`src/rtl/pad_pkg.sv`:
```
// pad_pkg: shared definitions for the NES-style pad poller.
//   - pad_state_t : scan FSM state encoding
//   - BTN_*       : bit position of each button inside a pad's 8-bit field
//   - NES_*       : default timing for a 25 MHz clock (6 us phase, 60 Hz poll)
package pad_pkg;

  typedef enum logic [2:0] {
    ST_IDLE,
    ST_LATCH,
    ST_LOW,
    ST_HIGH,
    ST_DONE
  } pad_state_t;

  localparam int BTN_A      = 0;
  localparam int BTN_B      = 1;
  localparam int BTN_SELECT = 2;
  localparam int BTN_START  = 3;
  localparam int BTN_UP     = 4;
  localparam int BTN_DOWN   = 5;
  localparam int BTN_LEFT   = 6;
  localparam int BTN_RIGHT  = 7;

  localparam int BITS_PER_PAD   = 8;
  localparam int NES_CLK_DIV    = 150;
  localparam int NES_POLL_TICKS = 416667;

endpackage

```
`src/rtl/pad_poll_timer.sv`:
```
// pad_poll_timer: free-running poll counter plus a single scan-request flag.
// Ports:
//   clk  - clock
//   rst  - synchronous active-low reset
//   take - scan FSM is accepting the request this cycle (clears the flag)
//   req  - a scan is requested; held until taken, never counted twice
module pad_poll_timer
  import pad_pkg::*;
#(
  parameter int POLL_TICKS = NES_POLL_TICKS
) (
  input  logic clk,
  input  logic rst,
  input  logic take,
  output logic req
);

  localparam int CNT_W = $clog2(POLL_TICKS + 1);
  localparam logic [CNT_W-1:0] CNT_LAST = CNT_W'(POLL_TICKS - 1);

  logic [CNT_W-1:0] cnt;

  always_ff @(posedge clk) begin
    if (!rst) begin
      cnt <= '0;
      req <= 1'b0;
    end else begin
      if (cnt == CNT_LAST) cnt <= '0;
      else                 cnt <= cnt + CNT_W'(1);
      // A wrap coinciding with acceptance is the same request being serviced.
      if (take)                 req <= 1'b0;
      else if (cnt == CNT_LAST) req <= 1'b1;
    end
  end

endmodule

```
`src/rtl/pad_poller.sv`:
```
// pad_poller: polls NUM_PADS NES-style serial pads in parallel.
// Ports:
//   clk_25mhz  - sole clock
//   rst        - synchronous active-low reset
//   enable     - permits new scans to start (a running scan always finishes)
//   pad_ser_in - serial data per pad, buttons active-low
//   int_ack    - per-pad one-cycle clear of the pending interrupt
//   latch_out  - latch strobe shared by all pads
//   clk_out    - serial shift clock shared by all pads
//   pad_data   - active-high buttons, pad p in bits [8p+7:8p], bit k = serial bit k
//   pad_valid  - one-cycle pulse when pad_data updates
//   int_out    - per-pad pending interrupt (level)
//   int_any    - OR of int_out
module pad_poller
  import pad_pkg::*;
#(
  parameter int NUM_PADS   = 2,
  parameter int CLK_DIV    = NES_CLK_DIV,
  parameter int POLL_TICKS = NES_POLL_TICKS,
  parameter int IRQ_MODE   = 0
) (
  input  logic                           clk_25mhz,
  input  logic                           rst,
  input  logic                           enable,
  input  logic [NUM_PADS-1:0]            pad_ser_in,
  input  logic [NUM_PADS-1:0]            int_ack,
  output logic                           latch_out,
  output logic                           clk_out,
  output logic [BITS_PER_PAD*NUM_PADS-1:0] pad_data,
  output logic                           pad_valid,
  output logic [NUM_PADS-1:0]            int_out,
  output logic                           int_any
);

  localparam int CNT_W = $clog2(2 * CLK_DIV + 1);
  localparam logic [CNT_W-1:0] LATCH_LAST = CNT_W'(2 * CLK_DIV - 1);
  localparam logic [CNT_W-1:0] PHASE_LAST = CNT_W'(CLK_DIV - 1);

  pad_state_t state, state_nx;
  logic [CNT_W-1:0] cnt;
  logic [2:0] bit_idx;
  logic req, take, capture, done;
  logic [BITS_PER_PAD*NUM_PADS-1:0] shreg;
  logic [NUM_PADS-1:0] evt, pending;

  pad_poll_timer #(.POLL_TICKS(POLL_TICKS)) u_timer (
    .clk  (clk_25mhz),
    .rst  (rst),
    .take (take),
    .req  (req)
  );

  // Mode 0 flags any change, mode 1 only buttons that went from released to pressed.
  function automatic logic pad_event(input logic [7:0] nw, input logic [7:0] old);
    if (IRQ_MODE == 1) return |(nw & ~old);
    else               return |(nw ^ old);
  endfunction

  for (genvar p = 0; p < NUM_PADS; p++) begin : g_pad
    logic [7:0] sh;
    always_ff @(posedge clk_25mhz) begin
      if (!rst)         sh <= '0;
      else if (capture) sh[bit_idx] <= ~pad_ser_in[p];
    end
    assign shreg[8*p +: 8] = sh;
    assign evt[p] = pad_event(sh, pad_data[8*p +: 8]);
  end

  always_comb begin
    state_nx  = state;
    latch_out = 1'b0;
    clk_out   = 1'b0;
    take      = 1'b0;
    capture   = 1'b0;
    done      = 1'b0;
    case (state)
      ST_IDLE: begin
        if (req && enable) begin
          state_nx = ST_LATCH;
          take     = 1'b1;
        end
      end
      ST_LATCH: begin
        latch_out = 1'b1;
        if (cnt == LATCH_LAST) state_nx = ST_LOW;
      end
      ST_LOW: begin
        // Sample at the end of the low phase, when the pad output has settled.
        if (cnt == PHASE_LAST) begin
          capture  = 1'b1;
          state_nx = (bit_idx == 3'(BTN_RIGHT)) ? ST_DONE : ST_HIGH;
        end
      end
      ST_HIGH: begin
        clk_out = 1'b1;
        if (cnt == PHASE_LAST) state_nx = ST_LOW;
      end
      ST_DONE: begin
        done     = 1'b1;
        state_nx = ST_IDLE;
      end
      default: state_nx = ST_IDLE;
    endcase
  end

  always_ff @(posedge clk_25mhz) begin
    if (!rst) begin
      state     <= ST_IDLE;
      cnt       <= '0;
      bit_idx   <= '0;
      pad_data  <= '0;
      pad_valid <= 1'b0;
      pending   <= '0;
    end else begin
      state <= state_nx;
      if (state_nx != state || state == ST_IDLE) cnt <= '0;
      else                                       cnt <= cnt + CNT_W'(1);
      if (take)                                      bit_idx <= '0;
      else if (state == ST_HIGH && state_nx == ST_LOW) bit_idx <= bit_idx + 3'd1;
      pad_valid <= done;
      if (done) pad_data <= shreg;
      // New events override a simultaneous acknowledge.
      pending <= (pending & ~int_ack) | (done ? evt : '0);
    end
  end

  assign int_out = pending;
  assign int_any = |pending;

endmodule

```
`config.mk`:
```
export PLATFORM = sky130hd
export DESIGN_NAME = pad_poller
export DESIGN_NICKNAME = d
export VERILOG_FILES = /design/src/rtl/pad_pkg.sv /design/src/rtl/pad_poll_timer.sv /design/src/rtl/pad_poller.sv
export SDC_FILE = /design/constraint.sdc
export NUM_CORES = 1
export LEC_CHECK = 0
export CORE_UTILIZATION = 52
export CTS_CLUSTER_DIAMETER = 40
export CTS_CLUSTER_SIZE = 20
export DETAILED_ROUTE_END_ITERATION = 10
export PLACE_DENSITY = 0.76
export SLEW_MARGIN = 20
export SYNTH_ARGS = -nofsm -noshare
export SYNTH_HDL_FRONTEND = slang
export SYNTH_HIERARCHICAL = 1
export SYNTH_SLANG_ARGS = --single-unit
```
`constraint.sdc`:
```
create_clock -name clk_25mhz -period 1.85 [get_ports clk_25mhz]
set_input_delay 0.2775 -clock clk_25mhz [delete_from_list [all_inputs] [get_ports clk_25mhz]]
set_output_delay 0.2775 -clock clk_25mhz [all_outputs]
set_load 0.1 [all_outputs]
```
==> Word level (Yosys, flattened, before mapping) <==
Cells that the tools add are included.
{ "totals": {"word_cells": 62, "out_inout_bits": 22, "regBits": 70} }
{ "classes": {"order_cmp": 2, "n_eq_ne": 10, "n_bitwise": 8, "n_mux": 18, "add_sub_neg": 3, "reduce_logical": 11} }
{ "ops": {"columns": ["operator", "n"], "rows": [
  ["$add 19x1->19 const B", 1],
  ["$eq 19x19->1 const B", 1],
  ["$bwmux 8", 2],
  ["$reduce_or 8->1", 2],
  ["$xor 8x8->8", 2],
  ["$mux 3", 5],
  ["$pmux 3 s4", 1],
  ["$add 9x1->9 const B", 1],
  ["$eq 3x2->1 const B", 3],
  ["$eq 9x8->1 const B", 1],
  ["$eq 9x9->1 const B", 1],
  ["$mux 1", 8],
  ["$reduce_or 2->1", 4],
  ["$eq 3x3->1 const B", 2],
  ["$lt 3x4->1 const B", 1],
  ["$add 3x1->3 const B", 1],
  ["$demux 1 s3", 1],
  ["$eq 3x1->1 const B", 1],
  ["$ge 3x1->1 const B", 1],
  ["$logic_and 1x1->1", 3],
  ["$logic_not 3->1", 1],
  ["$ne 3x3->1", 1],
  ["$not 1->1", 3],
  ["$and 2x2->2", 1],
  ["4 further kinds", 4]
]} }

==> Depth between registers and ports, before layout <==
{ "logic_depth": {"ltp_word": 7, "depth_mapped": 7, "depth_no_buf": 6} }

==> Modules after synthesis <==
The synthesis kept the hierarchy.
{ "by_module_without_submodules": {"columns": ["module", "n_inst", "cells_per_inst", "area_per_inst_um2", "seq_area_each_um2"], "rows": [
  ["pad_poller", 1, 265, 2393.5, 1001.0],
  ["pad_poll_timer", 1, 104, 938.4, 400.4]
]} }

==> Worst setup path before layout <==
No wires, ideal clock.
{ "synth_timing": {"path_kind": "register to register", "from": "register state[1]", "to": "register cnt[2] (netlist name)", "t_arrival_ns": 3.359, "setup_slack_ns": -1.587, "stages_incl_launch_ff": 6, "period_less_slack_ns": 3.437, "cell_sequence": "dfxtp_1 buf_2 nor3b_1 a21boi_1 a221oi_2 nor3_1"} }
{ "synth_lines": {"columns": ["element", "line_no", "rtl"], "rows": [
  ["from (decl)", "pad_poller.sv:39", "pad_state_t state, state_nx;"],
  ["from (signal assigned)", "pad_poller.sv:115", "state <= state_nx;"]
]} }

==> Worst setup path after layout <==
{ "layout_timing": {"from": "register u_timer.cnt[15]", "to": "register u_timer.cnt[18]"} }
{ "layout_between": {"elab_chain_cells": 2, "elab_cells_between_ends": 3, "classes_between": "1 x add/sub; 1 x eq/ne; 1 x reduce/logical"} }
{ "layout_lines": {"columns": ["element", "line_no", "rtl"], "rows": [
  ["from (decl)", "pad_poll_timer.sv:21", "logic [CNT_W-1:0] cnt;"],
  ["from (signal assigned)", "pad_poll_timer.sv:29", "else cnt <= cnt + CNT_W'(1);"],
  ["parallel branches: the longest is 2 deep, another holds $add 19x1->19", null, null]
]} }
Parallel ways; which one is timed is not known.
A chain may end at the register's enable or synchronous reset.

==> run summary <==
Routed vias/inst -> 5.33
Register share of total power -> 0.517
Non-filler cells, final -> 501
Antenna diode count -> 0
Compound-Gate Fraction of Synth Area -> 0.0860
Multi-input gate area -> 0.00186 mm^2
Setup TNS -> -0.500 ns
Layout cells sized above 1 -> 0.197
Netlist cell types -> 56
Switch Pwr -> 0.000615 W
CP Class -> register to register
Outcome -> finished with violations
Port bufs -> 28
Starting Density -> 0.550
Final Slew Violations -> 0
Pwr Total -> 0.00294 W
Placed cell area -> 0.00386 mm^2
Inst Count DP -> 487
Setup crit end kind -> register
Via count -> 2,671
GRT overflow -> 0
Antenna violations before repair -> 0
CTS Sinks -> 70
Final Net Count -> 436
Final Hold Viols -> 0
YS warnings -> 6
Gr usage total -> 0.224
DRC violations left -> 0
Fin crit period -> 1.89 ns
Synth Area in XOR/XNOR -> 0.0973
Mux share of post-synthesis cell area -> 0.0571
Worst Setup SP -> u_timer/cnt[15]$_SDFF_PP0_
Post-synthesis adder-cell area fraction -> 0.0225
Hpwl dp -> 4850 um
Post-Syn Instances -> 369
Die Width -> 82.0 um
Clock root buffer -> clkbuf_8
Switch share -> 0.209
Cell family with most CP delay -> simple AND/OR/NAND/NOR gates
Crit-path cells -> or4b_1, or4_4, o21ai_4, buf_12, a21oi_1
Sequential share of the synthesized area -> 0.421
Reg area -> 0.00140 mm^2
# fillers -> 497
Final period util -> 1.02
CTS tree -> done
Worst Skew -> 0.0127 ns
Drt total wl -> 6790 um
Pint -> 0.00233 W
Combinational share of power -> 0.026
Crit path buffers/inverters -> 1
Critical R2R Launch -> u_timer/cnt[15]$_SDFF_PP0_
Maximum clock rate -> 530 MHz
Power per cell area -> 721 mW/mm^2
LEAKAGE -> 1.47 nW
Drt wl/cell -> 13.6 um
HP Start -> u_timer/cnt[0]$_SDFF_PP0_
Htree depth -> 3
HP Class -> register to register
Placer Congestion -> 0.837
Later-pin clock latency in the skew report -> 0.34 ns
Metal3 WL -> 175 um
Design area -> 0.00408 mm^2
WHS -> 0.489 ns
Max Cap Viol -> 0
Die height -> 82.0 um
Synthesized cell area -> 0.00333 mm^2
First drt pass iteration count -> 4
Clock transition at path regs -> 0.07 ns
First-pass GRT wire length -> 11,400 um
ANT nets after route -> 0
Predominant post-synthesis flop cell -> dfxtp_1
Die area -> 0.00673 mm^2
Largest stage delay on the critical path -> 0.55 ns
Final setup vio count -> 18
Largest family of logic cells by synthesized area -> simple AND/OR/NAND/NOR gates
Area delta synth->final -> 22.5%
Pin count of the biggest net entering global routing -> 38
Cell row count -> 28
CP max-delay cell -> or4_4
Clock Path Buffers -> 2
Synth Area in Simple Gates -> 0.287
Critical Path Source Type -> register
Vias in the first global route -> 2,457
Slew headroom -> 0.756
IO Count -> 29
Metal2 WL -> 3170 um
DRT iter0 DRCs -> 125
VDD IR-drop max -> 0.453 mV
Data arrival time of the worst path -> 2.11 ns
Final WS setup -> -0.0365 ns
#FFs+latches synth -> 70
RSZ-0062 raised after global routing -> true
Clock power frac -> 0.457
Avg Cell Area, Syn -> 9.03 um^2
Worst-margin pin slew -> 0.365 ns
Max layer used -> met4
Critical Path RT -> 2.07 ns
Post-synth EDFFs -> 0
Routed length on met1 -> 3390 um
Synth async-reset ratio -> 0
Clock buffer count from CTS -> 9
Mapped Nets -> 382
Critical Path Fanout Max -> 16
Core ar. -> 0.00606 mm^2
Failing checks -> setup timing
-- metal layers --
metal	GRT usage	up-vias
met5	0	-
met4	0.0632	0
met3	0.0467	6
met2	0.353	37
met1	0.306	1240
li1	-	1388
-- metrics by stage --
step	utilization	setup slack, ns
after floorplan	-	-0.0678
after global placement	0.637	-0.00113
after detailed placement	0.637	-0.0327
after CTS	0.672	-0.0402
after global routing	0.674	-0.0775
final	0.674	-0.0365
-- cell families (layout without fill, tap and decap cells) --
group,Yosys count,after routing
fa+ha+maj,6,6
xor+xnor,37,37
buf+inv,20,77
compound gates,39,39
mux,19,19
flops,70,70
simple gates,178,178
-- power groups by stage --
stage | Clock, W | Sequential [W] | Combinational, W
final | 0.00135 | 0.00152 | 0.0000764
after global routing | 0.00144 | 0.00152 | 0.0000837
after CTS | 0.00137 | 0.00152 | 0.0000769
after detailed placement | 0 | 0.00156 | 0.0000763
after global placement | 0 | 0.00156 | 0.0000747
after floorplan | 0 | 0.00155 | 0.0000447
-- synthesized netlist by cell type, types with 4 or more instances --
| master | count | share of area |
|---|---|---|
| dfxtp_1 | 70 | 0.42 |
| inv_1 | 6 | 0.0068 |
| nor2_1 | 36 | 0.041 |
| xnor2_1 | 31 | 0.081 |
| mux2i_1 | 19 | 0.057 |
| buf_2 | 5 | 0.0075 |
| nor4_1 | 6 | 0.011 |
| nand2b_1 | 6 | 0.011 |
| clkbuf_1 | 4 | 0.0045 |
| a21oi_1 | 4 | 0.0060 |
| nand2_1 | 58 | 0.065 |
| nand4_1 | 10 | 0.019 |
| xor2_1 | 6 | 0.016 |
| o21ai_0 | 5 | 0.0075 |
| ha_1 | 6 | 0.023 |
| a21boi_0 | 14 | 0.032 |
| nand3_1 | 16 | 0.024 |
| nor3_1 | 12 | 0.018 |
| a21boi_1 | 6 | 0.014 |
-- worst reg2reg max path: stages, from the launching register on --
cell,delay [ns]
dfxtp_1,0.31
or4b_1,0.53
or4_4,0.55
o21ai_4,0.18
buf_12,0.15
a21oi_1,0.05
-- final timing paths --
path                                      to  slack (ns)  depth (start not counted)
hold / removal     u_timer/cnt[0]$_SDFF_PP0_        0.49                          1
hold reg to reg    u_timer/cnt[0]$_SDFF_PP0_        0.49                          1
setup reg to reg  u_timer/cnt[18]$_SDFF_PP0_       -0.04                          5
setup / recovery  u_timer/cnt[18]$_SDFF_PP0_       -0.04                          5
-- what timing repair did --
item                                    in CTS  in global routing
pin swaps                                    0                  0
resized for setup                            0                  1
setup buffers                                0                  0
endpoints found under the setup margin      18                 21
hold buffers                                 0                  0
gates cloned                                 0                  0
-- sequential cells by signal, indices dropped and copies added, names as in the netlist --
name / flops
bit_idx: 3
cnt: 9
g_pad.sh: 16
int_out: 2
pad_data: 16
pad_valid: 1
state: 3
u_timer/cnt: 19
u_timer/req: 1
-- layout make-up --
class / instances / area share
Sequential cell: 70 / 0.344
Timing Repair Buffer: 57 / 0.121
Multi-Input combinational cell: 279 / 0.455
Clock inverter: 4 / 0.0178
Inverter: 6 / 0.00552
Tap cell: 75 / 0.0230
Clock buffer: 10 / 0.0337
-- cell usage in the layout (no fill, tap or decap), drive strengths merged, types with 7 or more instances in the layout --
master	count
a21boi	20
buf	51
clkbuf	10
dfxtp	70
mux2i	19
nand2	59
nand2b	7
nand3	16
nand4	12
nor2	36
nor3	13
nor4	8
o21ai	7
xnor2	31
No activity file was read; power rests on OpenSTA's default activity.
